==> src/rtl/gpio_bank.sv <==
// gpio_bank: memory-mapped N-pin GPIO with direction, atomic set/clear and edge interrupts
module gpio_bank #(
  parameter int DW = 16,
  parameter int AW = 13,
  parameter int N = 16,
  parameter logic [AW-1:0] BASE = '0,
  parameter int SYNC_STAGES = 2
) (
  input  logic          clk,
  input  logic          rst,
  input  logic [DW-1:0] din,
  input  logic [AW-1:0] addr,
  input  logic          we,
  output logic [DW-1:0] dout,
  input  logic [N-1:0]  gpio_in,
  output logic [N-1:0]  gpio_out,
  output logic [N-1:0]  gpio_oe,
  output logic          irq
);
  logic [AW-1:0] off;
  logic          hit;
  logic          wr;
  logic [2:0]    idx;
  logic [N-1:0]  wd;
  logic [N-1:0]  sin;
  logic [N-1:0]  hist;
  logic [N-1:0]  evt;
  logic [N-1:0]  out_r, dir_r, ie_r, pol_r, is_r;
  logic [N-1:0]  out_n, is_n, rd_n;
  logic [N-1:0]  sync [SYNC_STAGES];
  // An address below BASE wraps to a large offset, so one compare covers both ends of the window
  assign off = addr - BASE;
  assign hit = off < AW'(8);
  assign idx = off[2:0];
  assign wr  = we & hit;
  assign wd  = din[N-1:0];
  assign sin = sync[SYNC_STAGES-1];
  // Edge events, next OUT (full-register read-modify-write) and next IS (set beats W1C)
  always_comb begin
    evt   = (pol_r & sin & ~hist) | (~pol_r & ~sin & hist);
    out_n = !wr            ? out_r :
            idx == 3'd1    ? wd :
            idx == 3'd3    ? out_r | wd :
            idx == 3'd4    ? out_r & ~wd : out_r;
    is_n  = (is_r & ~((wr && idx == 3'd7) ? wd : '0)) | evt;
    rd_n  = idx == 3'd0 ? sin :
            idx == 3'd1 ? out_r :
            idx == 3'd2 ? dir_r :
            idx == 3'd5 ? ie_r :
            idx == 3'd6 ? pol_r :
            idx == 3'd7 ? is_r : '0;
  end
  // Input synchroniser chain and edge history
  always_ff @(posedge clk or posedge rst) begin
    if (rst) begin
      sync <= '{default: '0};
      hist <= '0;
    end else begin
      sync[0] <= gpio_in;
      for (int i = 1; i < SYNC_STAGES; i++) sync[i] <= sync[i-1];
      hist <= sin;
    end
  end
  // Software-visible registers and registered read port
  always_ff @(posedge clk or posedge rst) begin
    if (rst) begin
      out_r <= '0;
      dir_r <= '0;
      ie_r  <= '0;
      pol_r <= '0;
      is_r  <= '0;
      dout  <= '0;
    end else begin
      out_r <= out_n;
      dir_r <= (wr && idx == 3'd2) ? wd : dir_r;
      ie_r  <= (wr && idx == 3'd5) ? wd : ie_r;
      pol_r <= (wr && idx == 3'd6) ? wd : pol_r;
      is_r  <= is_n;
      if (!we) dout <= hit ? DW'(rd_n) : '0;
    end
  end
  assign gpio_out = out_r;
  assign gpio_oe  = dir_r;
  assign irq      = |(is_r & ie_r);
endmodule

==> config.mk <==
export PLATFORM = sky130hd
export DESIGN_NAME = gpio_bank
export DESIGN_NICKNAME = d
export VERILOG_FILES = /design/src/rtl/gpio_bank.sv
export SDC_FILE = /design/constraint.sdc
export NUM_CORES = 1
export LEC_CHECK = 0
export ABC_AREA = 0
export ABC_CLOCK_PERIOD_IN_PS = 4550
export CAP_MARGIN = 20
export CORE_MARGIN = 2
export CORE_UTILIZATION = 45
export DETAILED_ROUTE_END_ITERATION = 12
export MAX_ROUTING_LAYER = met4
export PLACE_DENSITY = 0.71
export SLEW_MARGIN = 20
export SYNTH_ARGS = -nofsm -noshare
export SYNTH_HDL_FRONTEND = slang
export SYNTH_SLANG_ARGS = --single-unit
==> constraint.sdc <==
create_clock -name clk -period 4.55 [get_ports clk]
set_input_delay 0.6825 -clock clk [delete_from_list [all_inputs] [get_ports clk]]
set_output_delay 0.6825 -clock clk [all_outputs]
set_load 0.03 [all_outputs]
# Word-level counts from Yosys, hierarchy flattened
# Cells that the tools add are included.
# word_totals
inputBits	48
elab_cells	52
register_bits	144
# op_classes
order_cmp	1
reduce_logical	8
n_bitwise	16
n_eq_ne	7
n_mux	11
# ops
operator	n
16-bit 2-to-1 mux	11
16-bit AND	7
16-bit inverter	5
16-bit OR	3
16-bit OR reduction	1
13-bit by 4-bit less-than comparator with 1-bit output (second input constant)	1
3-bit == test (second input constant)	4
3-bit by 2-bit == test with 1-bit output (second input constant)	2
1-bit logical AND	4
3-bit by 1-bit == test with 1-bit output (second input constant)	1
3-bit zero test	1
3-bit nonzero test	1
2-bit AND reduction	1
1-bit AND	1

# Logic depth before layout (Yosys ltp)
# Gate-level depths: netlist of run 1.
# logic_depth
ltp_word	8
depth_mapped	7
mapped_depth_nobuf	4

# Worst setup path before layout of run 1
# No wires, ideal clock.
# synth_path
path_kind	input to register
from	input port addr[7]
to	register dir_r[0], in the netlist gpio_oe[0]
setup_time_ns	0.125
arrival_time_ns	2.262
required_time_ns	4.425
stages	5
path_buffers	1
slack_ns	2.163
cell_sequence	nor4_2 -> nand4_2 -> nor4b_4 -> buf_6 -> mux2_2
# synth_via
elab_chain_len	3
# synth_lines
item	line_no	source
start: declaration	12	input logic [AW-1:0] addr,
13-bit by 4-bit less-than comparator with 1-bit output	33	assign hit = off < AW'(8);
1-bit AND	35	assign wr = we & hit;
1-bit logical AND	75	dir_r <= (wr && idx == 3'd2) ? wd : dir_r;
end signal: assignment	75	
end: declaration	28	logic [N-1:0] out_r, dir_r, ie_r, pol_r, is_r;
# No other way between the ends.
# A chain may end at the register's enable or synchronous reset.

# Worst setup path in the final report of run 1
# layout_path
from	register is_r[9]
to	output port irq
# layout_via
elab_chain_len	2
# layout_lines
item	line_no	source
start: declaration	28	
start signal: assignment	78	is_r <= is_n;
16-bit AND	84	assign irq = |(is_r & ie_r);
16-bit OR reduction	84	
end: declaration	18	output logic irq
# No other way between the ends.

==> results by group, run 1 <==
Finish
  – Footprint of the multi-input gates: 2370 µm²
  – Storage element area: 3600 µm²
  – Share of cells above drive strength 1: 0.190
  – Diodes inserted: 0
  – Layout Utilization: 0.599
  – Fillers: 1045
  – P&R area growth vs syn: 29.0%
  – # nets final: 668
  – Layout Cells excl Fill: 808
  – Final Cell Area: 7960 µm²

Die
  – Die span in y: 121 µm
  – Initial Util: 0.464
  – Floorplan core area: 13300 µm²
  – IO Pins: 97
  – # rows: 42
  – Die X-Extent: 121 µm
  – Die ar.: 14700 µm²

STA
  – Post-Route Setup TNS: 0 ns
  – Setup skew after layout: 0.00624 ns
  – Fin crit share: 0.675
  – Final Worst Setup Slack: 1.48 ns
  – Worst-Margin Slew: 0.842 ns
  – RSZ-0062 raised after global routing: no
  – Min cycle time layout: 3.07 ns
  – Count of final hold-check violations: 0
  – Max Transition Viols Final: 0
  – Fmax: 0.326 GHz
  – Setup Viol. Count Final: 0
  – Slew margin rel.: 0.439

Worst setup path
  – Worst path slowest cell: clkdlybuf4s50_1
  – Critical path endpoint category: output pin
  – Crit path kind: register to output pin
  – Worst EP required: 3.87 ns
  – Cells along the critical path: a22o_1 -> a221oi_1 -> nand4_1 -> clkdlybuf4s50_1
  – Worst Path Buf+Inv: 1
  – Worst path arrival time: 2.39 ns
  – CP top delay family: compound AO/OA/AOI/OAI gates
  – Startpoint Class: register
  – Worst-path maximum fanout: 3
  – Slowest stage delay, CP: 0.64 ns

Logic synthesis
  – Number of synthesized flops with an enable pin: 0
  – Yosys reg bits: 144
  – Mapped cell area: 6170 µm²
  – Unique masters post-synth: 42
  – Synth area leaders: dfrtp_1 58%, mux2_2 11%, nand2_1 5.0%, o211ai_1 3.6%, a32o_1 2.4%
  – Top cells by count, synth: 144 x dfrtp_1, 82 x nand2_1, 62 x mux2_2
  – Synth Warn #: 0
  – Ys flop type: dfrtp_1
  – Post-synth ARST share: 1.00
  – Synth area leader: dfrtp_1
  – Syn avg cell area: 11.9 µm²
  – Post-synth top area share: 0.584
  – Cells after synthesis: 517
  – Post-synth net total: 565
  – Seq/Total Area, Yosys: 0.584
  – Most numerous cell in the Yosys netlist: dfrtp_1

Route
  – Routed vias/inst: 5.74
  – Routed Antenna Nets: 0
  – Detailed Route Iter0 Violations: 274
  – Final routed DRC violation total: 0
  – Final Routed Wirelength: 15900 µm
  – DR WL/cell: 19.7 µm
  – DR pass1 iterations: 5
  – DR vias: 4637

Run
  – MaxCap Viol Count: 0

GRT
  – Initial antenna violation count: 0
  – Grt total ovfl: 0
  – Largest net degree at the start of global routing: 93
  – Gr usage total: 0.235
  – Global-route wire length before repair: 25500 µm
  – Vias in the first global route: 4686

Clock tree
  – TritonCTS Buffers: 17
  – Post_cts resized: 0
  – Post-CTS Setup Bufs: 0
  – CTS tree: done
  – Root buffer cell: clkbuf_16
  – CTS Sinks: 144
  – Clock transition at the registers of the reported paths: 0.06 ns
  – Hold_buf cts: 0
  – # H-tree levels: 4
  – Clock buffer depth: 2
  – Skew-Pair Late Insertion Delay: 0.42 ns

Placement
  – Worst slack at placement: 1.42 ns
  – GPL Wtd Cong: 0.846
  – Detailed Place HPWL: 10300 µm
  – Inst Count DP: 777
  – Port bufs: 96
  – Placement Cell Area: 7350 µm²

Outcome
  – Outcome: completed

Power and ir drop
  – Pwr per Cell Area: 368 nW/µm²
  – Leakage: 3.58 nW
  – Max IR drop VDD: 0.290 mV

Hold path
  – Worst hold path class: register to register
## through the flow
step	power, mW	hold slack (ns)
floorplan	1.43	0.331
global placement	1.52	0.332
detailed placement	1.52	0.336
CTS	2.95	0.347
global route	3.03	0.352
finish	2.93	0.343
## cell families after synthesis
logic type,after synthesis,share of synthesized area
compound gates,108,0.138
buf+inv,47,0.0328
flops,144,0.584
mux,77,0.138
simple gates,141,0.108
## cell usage in the layout (no fill, tap or decap), drive strengths merged, types with 14 or more instances in the layout
| cell | instances |
|---|---|
| a221o | 14 |
| a32o | 15 |
| buf | 18 |
| clkbuf | 21 |
| clkdlybuf4s50 | 95 |
| dfrtp | 144 |
| inv | 18 |
| mux2 | 63 |
| mux2i | 14 |
| nand2 | 82 |
| nor2 | 36 |
| o211ai | 30 |
| o21ai | 16 |
| o31ai | 17 |
## metal layers
metal / GRT usage / routed length, µm / vias to the layer above
li1: - / - / 2076
met1: 0.312 / 7030 / 2382
met2: 0.357 / 7620 / 154
met3: 0.0559 / 958 / 25
met4: 0.0807 / 282 / 0
met5: - / 0 / -
## report_power, final
group / switching, mW / internal [mW] / total, mW
Combinational: 0.106 / 0.0737 / 0.180
Sequential: 0.0158 / 1.30 / 1.32
Clock: 0.512 / 0.914 / 1.43
## final timing paths
kind                             start        to  slack [ns]  cells past startpoint
max reg2reg                gpio_oe[15]  dout[15]        3.17                      3
min reg2reg                   sync[23]    sin[7]        0.34                      0
min                           sync[23]    sin[7]        0.34                      0
max in group asynchronous          rst  sync[19]        2.79                      3
max                            is_r[9]       irq        1.48                      4
min in group asynchronous          rst   dout[5]        0.82                      2
## layout make-up
type,instances,share of cell area
clock buffer,21,0.0603
timing repair buffer,113,0.136
inverter,18,0.00912
tap,176,0.0277
sequential,144,0.453
clock inverter,10,0.0168
multi-input combinational,326,0.297
No activity file was read; power rests on OpenSTA's default activity.
==> run 2: changes to the inputs <==
- ABC_CLOCK_PERIOD_IN_PS: 4550 -> 2700
- clock period: 4.55 -> 2.7 ns (I/O delays scaled with it)
==> run 2 against run 1 <==
Compared with the run above: wire length fell by 1.8%; utilization up 0.64 points; setup slack got worse by 1.2 ns; clock skew is essentially flat; global-route usage down 0.25 points; flip-flop and latch count stayed put; sequential power increased by 68%; total power increased by 62%; largest power group is now registers; register-to-register slack got worse by 1.8 ns; via count decreased by 0.15%; die area is the same; critical path depth is the same.
==> results by group, run 2 (same netlist as run 1, synthesis figures left out) <==
Outcome
  – Outcome: completed

Finish
  – Most frequent cells in the layout: 144 x dfrtp_1, 94 x clkdlybuf4s50_1, 82 x nand2_1
  – Most common cell after layout, fill and taps aside: dfrtp_1
  – Share of cells above drive strength 1: 0.196
  – # nets final: 679
  – P&R area growth vs syn: 30.3%
  – Diodes inserted: 0

Hold path
  – Worst Hold Path Cells: 0
  – Worst hold path class: register to register

Route
  – Routed Antenna Nets: 0
  – Routed vias/inst: 5.66
  – DR vias: 4630
  – Final Routed Wirelength: 15600 µm
  – DR pass1 iterations: 5
  – Detailed Route Iter0 Violations: 355
  – DR WL/cell: 19.1 µm
  – Final routed DRC violation total: 0

Worst setup path
  – Startpoint Class: register
  – Worst path slowest cell: dfrtp_1
  – Worst path arrival time: 2.04 ns
  – Slowest stage delay, CP: 0.40 ns
  – Cells along the critical path: a22o_1 -> a221oi_1 -> nand4_1 -> dlygate4sd2_1
  – Critical path endpoint category: output pin
  – Crit path kind: register to output pin
  – Worst EP required: 2.30 ns
  – Reg2reg path depth: 3
  – Worst-path maximum fanout: 3

Placement
  – Detailed Place HPWL: 10500 µm
  – GPL Wtd Cong: 0.844
  – Port bufs: 96

GRT
  – Grt met2 use: 0.353
  – Met3 Use GR: 0.0465
  – GR Util met1: 0.305
  – Gr usage total: 0.233
  – Initial antenna violation count: 0
  – Global-route wire length before repair: 24900 µm
  – Layer with the highest usage: met2
  – Vias in the first global route: 4654
  – Grt total ovfl: 0
  – Largest net degree at the start of global routing: 31

Power and ir drop
  – Total power: 4.74 mW
  – Sequential share of power: 0.470
  – Max IR drop VDD: 0.409 mV
  – Pint: 3.70 mW
  – Leakage: 3.64 nW
  – Sw power: 1.04 mW
  – Comb pwr share: 0.068
  – Net Sw Frac: 0.219
  – Pwr per Cell Area: 589 nW/µm²
  – Clk pwr share: 0.462

Die
  – Floorplan core area: 13300 µm²
  – Die X-Extent: 121 µm
  – Die ar.: 14700 µm²
  – Initial Util: 0.464
  – IO Pins: 97
  – # rows: 42
  – Die span in y: 121 µm

Clock tree
  – Root buffer cell: clkbuf_16
  – CTS Sinks: 144
  – # H-tree levels: 4
  – CTS tree: done
  – Clock transition at the registers of the reported paths: 0.05 ns
  – TritonCTS Buffers: 17
  – Skew-Pair Late Insertion Delay: 0.42 ns
  – Clock buffer depth: 2

STA
  – Max Transition Viols Final: 0
  – Fmax: 0.408 GHz
  – Post-Route Setup TNS: 0 ns
  – Worst-Margin Slew: 1.01 ns
  – Setup Viol. Count Final: 0
  – Slew margin rel.: 0.326
  – RSZ-0062 raised after global routing: no
  – Fin crit share: 0.907
  – Setup skew after layout: 0.00586 ns
  – Count of final hold-check violations: 0
  – Min cycle time layout: 2.45 ns

Run
  – MaxCap Viol Count: 0
==> run 2: worst max-delay path: cells and delay by family (launching register included) <==
kind | cells | cell delay (ns)
AO/OA/AOI/OAI | 2 | 0.63
buffers and inverters | 1 | 0.40
AND/OR/NAND/NOR | 1 | 0.18
flip-flops | 1 | 0.40
==> run 2: path summary, 6_finish.rpt <==
| check | from | endpoint | slack, ns |
|---|---|---|---|
| min reg2reg | sync[23] | sin[7] | 0.34 |
| max | is_r[13] | irq | 0.25 |
| min in group asynchronous | rst | sin[11] | 0.45 |
| min | sync[23] | sin[7] | 0.34 |
| max in group asynchronous | rst | gpio_oe[9] | 1.60 |
| max reg2reg | gpio_oe[6] | dout[6] | 1.34 |
==> run 2: repair_timing <==
action,CTS,global route
hold buffers,0,0
endpoints found under the setup margin,1,0
resized for setup,1,0
buffers inserted,0,0
==> run 2: layer usage <==
metal  vias to the layer above  routed length [µm]
met5                         -                   0
met4                         0                 342
met3                        24                 842
met2                       164                7610
met1                      2337                6800
li1                       2105                   -
==> run 2: cell type report <==
cell class,count,area [µm²]
Fill cell,1073,5250
Sequential cell,144,3600
Multi-Input combinational cell,326,2370
Timing Repair Buffer,124,1240
Clock buffer,22,454
Tap cell,176,220
Clock inverter,8,90.1
Inverter,18,71.3
==> run 2: power groups by stage <==
stage          Clock [mW]  Combinational [mW]  Sequential, mW
5_1_grt              2.32               0.354            2.23
2_1_floorplan           0               0.152            2.26
3_3_place_gp            0               0.317            2.26
6_report             2.19               0.321            2.22
4_1_cts              2.22               0.323            2.22
3_5_place_dp            0               0.322            2.26
==> run 2: per-stage QoR <==
stage | area [µm²] | util | setup slack (ns) | cells | hold slack [ns]
after floorplan | 6180 | - | 0.490 | 517 | 0.331
after global placement | 7500 | 0.564 | 0.176 | 788 | 0.332
after detailed placement | 7500 | 0.564 | 0.103 | 788 | 0.335
after CTS | 8050 | 0.605 | 0.245 | 818 | 0.346
after global routing | 8050 | 0.605 | 0.208 | 818 | 0.356
final | 8050 | 0.605 | 0.250 | 818 | 0.343
==> run 3: changes to the inputs <==
- SKIP_CTS_REPAIR_TIMING: default -> 1
==> run 3 against run 2 <==
Compared with the run above: setup slack improved by 0.14 ns; first-iteration DRC count down 12%; utilization barely moved; sequential power barely moved; wire length shrank 0.16%; register-to-register slack about the same; via count rose by 0.13%; flip-flop and latch count is the same; design area hardly changed; critical endpoint unchanged; clock skew decreased by 0.0016 ns; die area stayed put.
==> results by group, run 3 (same netlist as run 1, synthesis figures left out) <==
Clock tree
  – Clock transition at the registers of the reported paths: 0.05 ns
  – CTS tree: done
  – # H-tree levels: 4
  – Clock buffer depth: 2
  – TritonCTS Buffers: 17
  – Skew-Pair Late Insertion Delay: 0.42 ns
  – Root buffer cell: clkbuf_16
  – CTS Sinks: 144

Power and ir drop
  – Pwr per Cell Area: 588 nW/µm²
  – Pint: 3.70 mW
  – Clk pwr share: 0.462
  – Leakage: 3.65 nW
  – Max IR drop VDD: 0.409 mV
  – Sequential share of power: 0.470
  – Sw power: 1.03 mW
  – Net Sw Frac: 0.218
  – Comb pwr share: 0.068
  – Total power: 4.73 mW

STA
  – Worst-Margin Slew: 1.05 ns
  – Min cycle time layout: 2.31 ns
  – Max Transition Viols Final: 0
  – Count of final hold-check violations: 0
  – Setup Viol. Count Final: 0
  – Final Worst Setup Slack: 0.388 ns
  – Slew margin rel.: 0.299
  – RSZ-0062 raised after global routing: no
  – Setup skew after layout: 0.00425 ns
  – Fin crit share: 0.856
  – Fmax: 0.432 GHz

Finish
  – Most common cell after layout, fill and taps aside: dfrtp_1
  – Most frequent cells in the layout: 144 x dfrtp_1, 94 x clkdlybuf4s50_1, 82 x nand2_1
  – # nets final: 679
  – Share of cells above drive strength 1: 0.196
  – P&R area growth vs syn: 30.4%
  – Storage element area: 3600 µm²
  – Diodes inserted: 0
  – Footprint of the multi-input gates: 2370 µm²
  – Fillers: 1072

Route
  – DR vias: 4636
  – DR pass1 iterations: 6
  – Final Routed Wirelength: 15600 µm
  – Routed vias/inst: 5.67
  – Routed Antenna Nets: 0
  – DR WL/cell: 19.0 µm
  – Detailed Route Iter0 Violations: 312
  – Final routed DRC violation total: 0

Worst setup path
  – Startpoint Class: register
  – Worst setup endpoint: irq
  – Reg2reg path depth: 3
  – Critical path endpoint category: output pin
  – Worst path arrival time: 1.91 ns
  – R2r startpoint: gpio_oe[8]
  – Capturing point of the worst reg2reg path: dout[8]
  – CP startpoint: is_r[13]
  – Worst-path maximum fanout: 3
  – R2R setup slack: 1.33 ns
  – Crit path kind: register to output pin
  – Worst EP required: 2.30 ns

Die
  – Initial Util: 0.464
  – # rows: 42
  – Die X-Extent: 121 µm
  – IO Pins: 97
  – Die span in y: 121 µm
  – Floorplan core area: 13300 µm²
  – Die ar.: 14700 µm²

GRT
  – Vias in the first global route: 4654
  – Largest net degree at the start of global routing: 31
  – Global-route wire length before repair: 24900 µm
  – Initial antenna violation count: 0
  – Grt total ovfl: 0
  – Gr usage total: 0.233

Hold path
  – Worst hold path class: register to register

Placement
  – Port bufs: 96
  – Detailed Place HPWL: 10500 µm
  – GPL Wtd Cong: 0.844
  – Worst slack at placement: 0.103 ns

Run
  – MaxCap Viol Count: 0

Outcome
  – Outcome: completed
[run 3: cell types whose count changed in the layout (fill, tap and decap cells not counted)]
cell | previous run | this run
dlygate4sd2_1 | 1 | 0
dlymetal6s2s_1 | 0 | 1
[run 3: layer usage]
metal / share of wire / up-vias / global-route usage
met5: 0 / - / -
met4: 0.025 / 0 / 0.102
met3: 0.056 / 31 / 0.0465
met2: 0.48 / 164 / 0.353
met1: 0.44 / 2336 / 0.305
li1: - / 2105 / -
[run 3: worst min-delay path by stage]
stage / startpoint / end / cells after the start
after floorplan: sync[16] / sin[0] / 0
after global placement: sync[26] / sin[10] / 0
after detailed placement: sync[29] / sin[13] / 0
after CTS: sync[23] / sin[7] / 0
after global routing: sync[22] / sin[6] / 0
final: sync[23] / sin[7] / 0
[run 3: critical path, stage by stage, from the launching register on]
cell            delay (ns)
dfrtp_1               0.40
a22o_1                0.24
a221oi_1              0.37
nand4_1               0.18
dlymetal6s2s_1        0.28
[run 3: metrics by stage]
stage | hold WS [ns] | instances | area [µm²] | util | setup TNS, ns
after floorplan | 0.331 | 517 | 6180 | - | 0
after global placement | 0.332 | 788 | 7500 | 0.564 | 0
after detailed placement | 0.335 | 788 | 7500 | 0.564 | 0
after CTS | 0.346 | 818 | 8050 | 0.605 | -0.00162
after global routing | 0.356 | 818 | 8050 | 0.605 | 0
final | 0.343 | 818 | 8050 | 0.605 | 0
[run 3: cell type report]
| type | instances | share of cell area |
|---|---|---|
| clock buffers | 22 | 0.0564 |
| clock inverters | 8 | 0.0112 |
| inverters | 18 | 0.00886 |
| multi-input cells | 326 | 0.294 |
| flip-flops and latches | 144 | 0.448 |
| well taps | 176 | 0.0274 |
| repair buffers | 124 | 0.154 |
[run 3: power groups by stage]
| stage | combinational [mW] | sequential, mW | clock, mW |
|---|---|---|---|
| after floorplan | 0.152 | 2.26 | 0 |
| after global placement | 0.317 | 2.26 | 0 |
| after detailed placement | 0.322 | 2.26 | 0 |
| after CTS | 0.324 | 2.22 | 2.22 |
| after global routing | 0.354 | 2.23 | 2.32 |
| final | 0.321 | 2.22 | 2.19 |
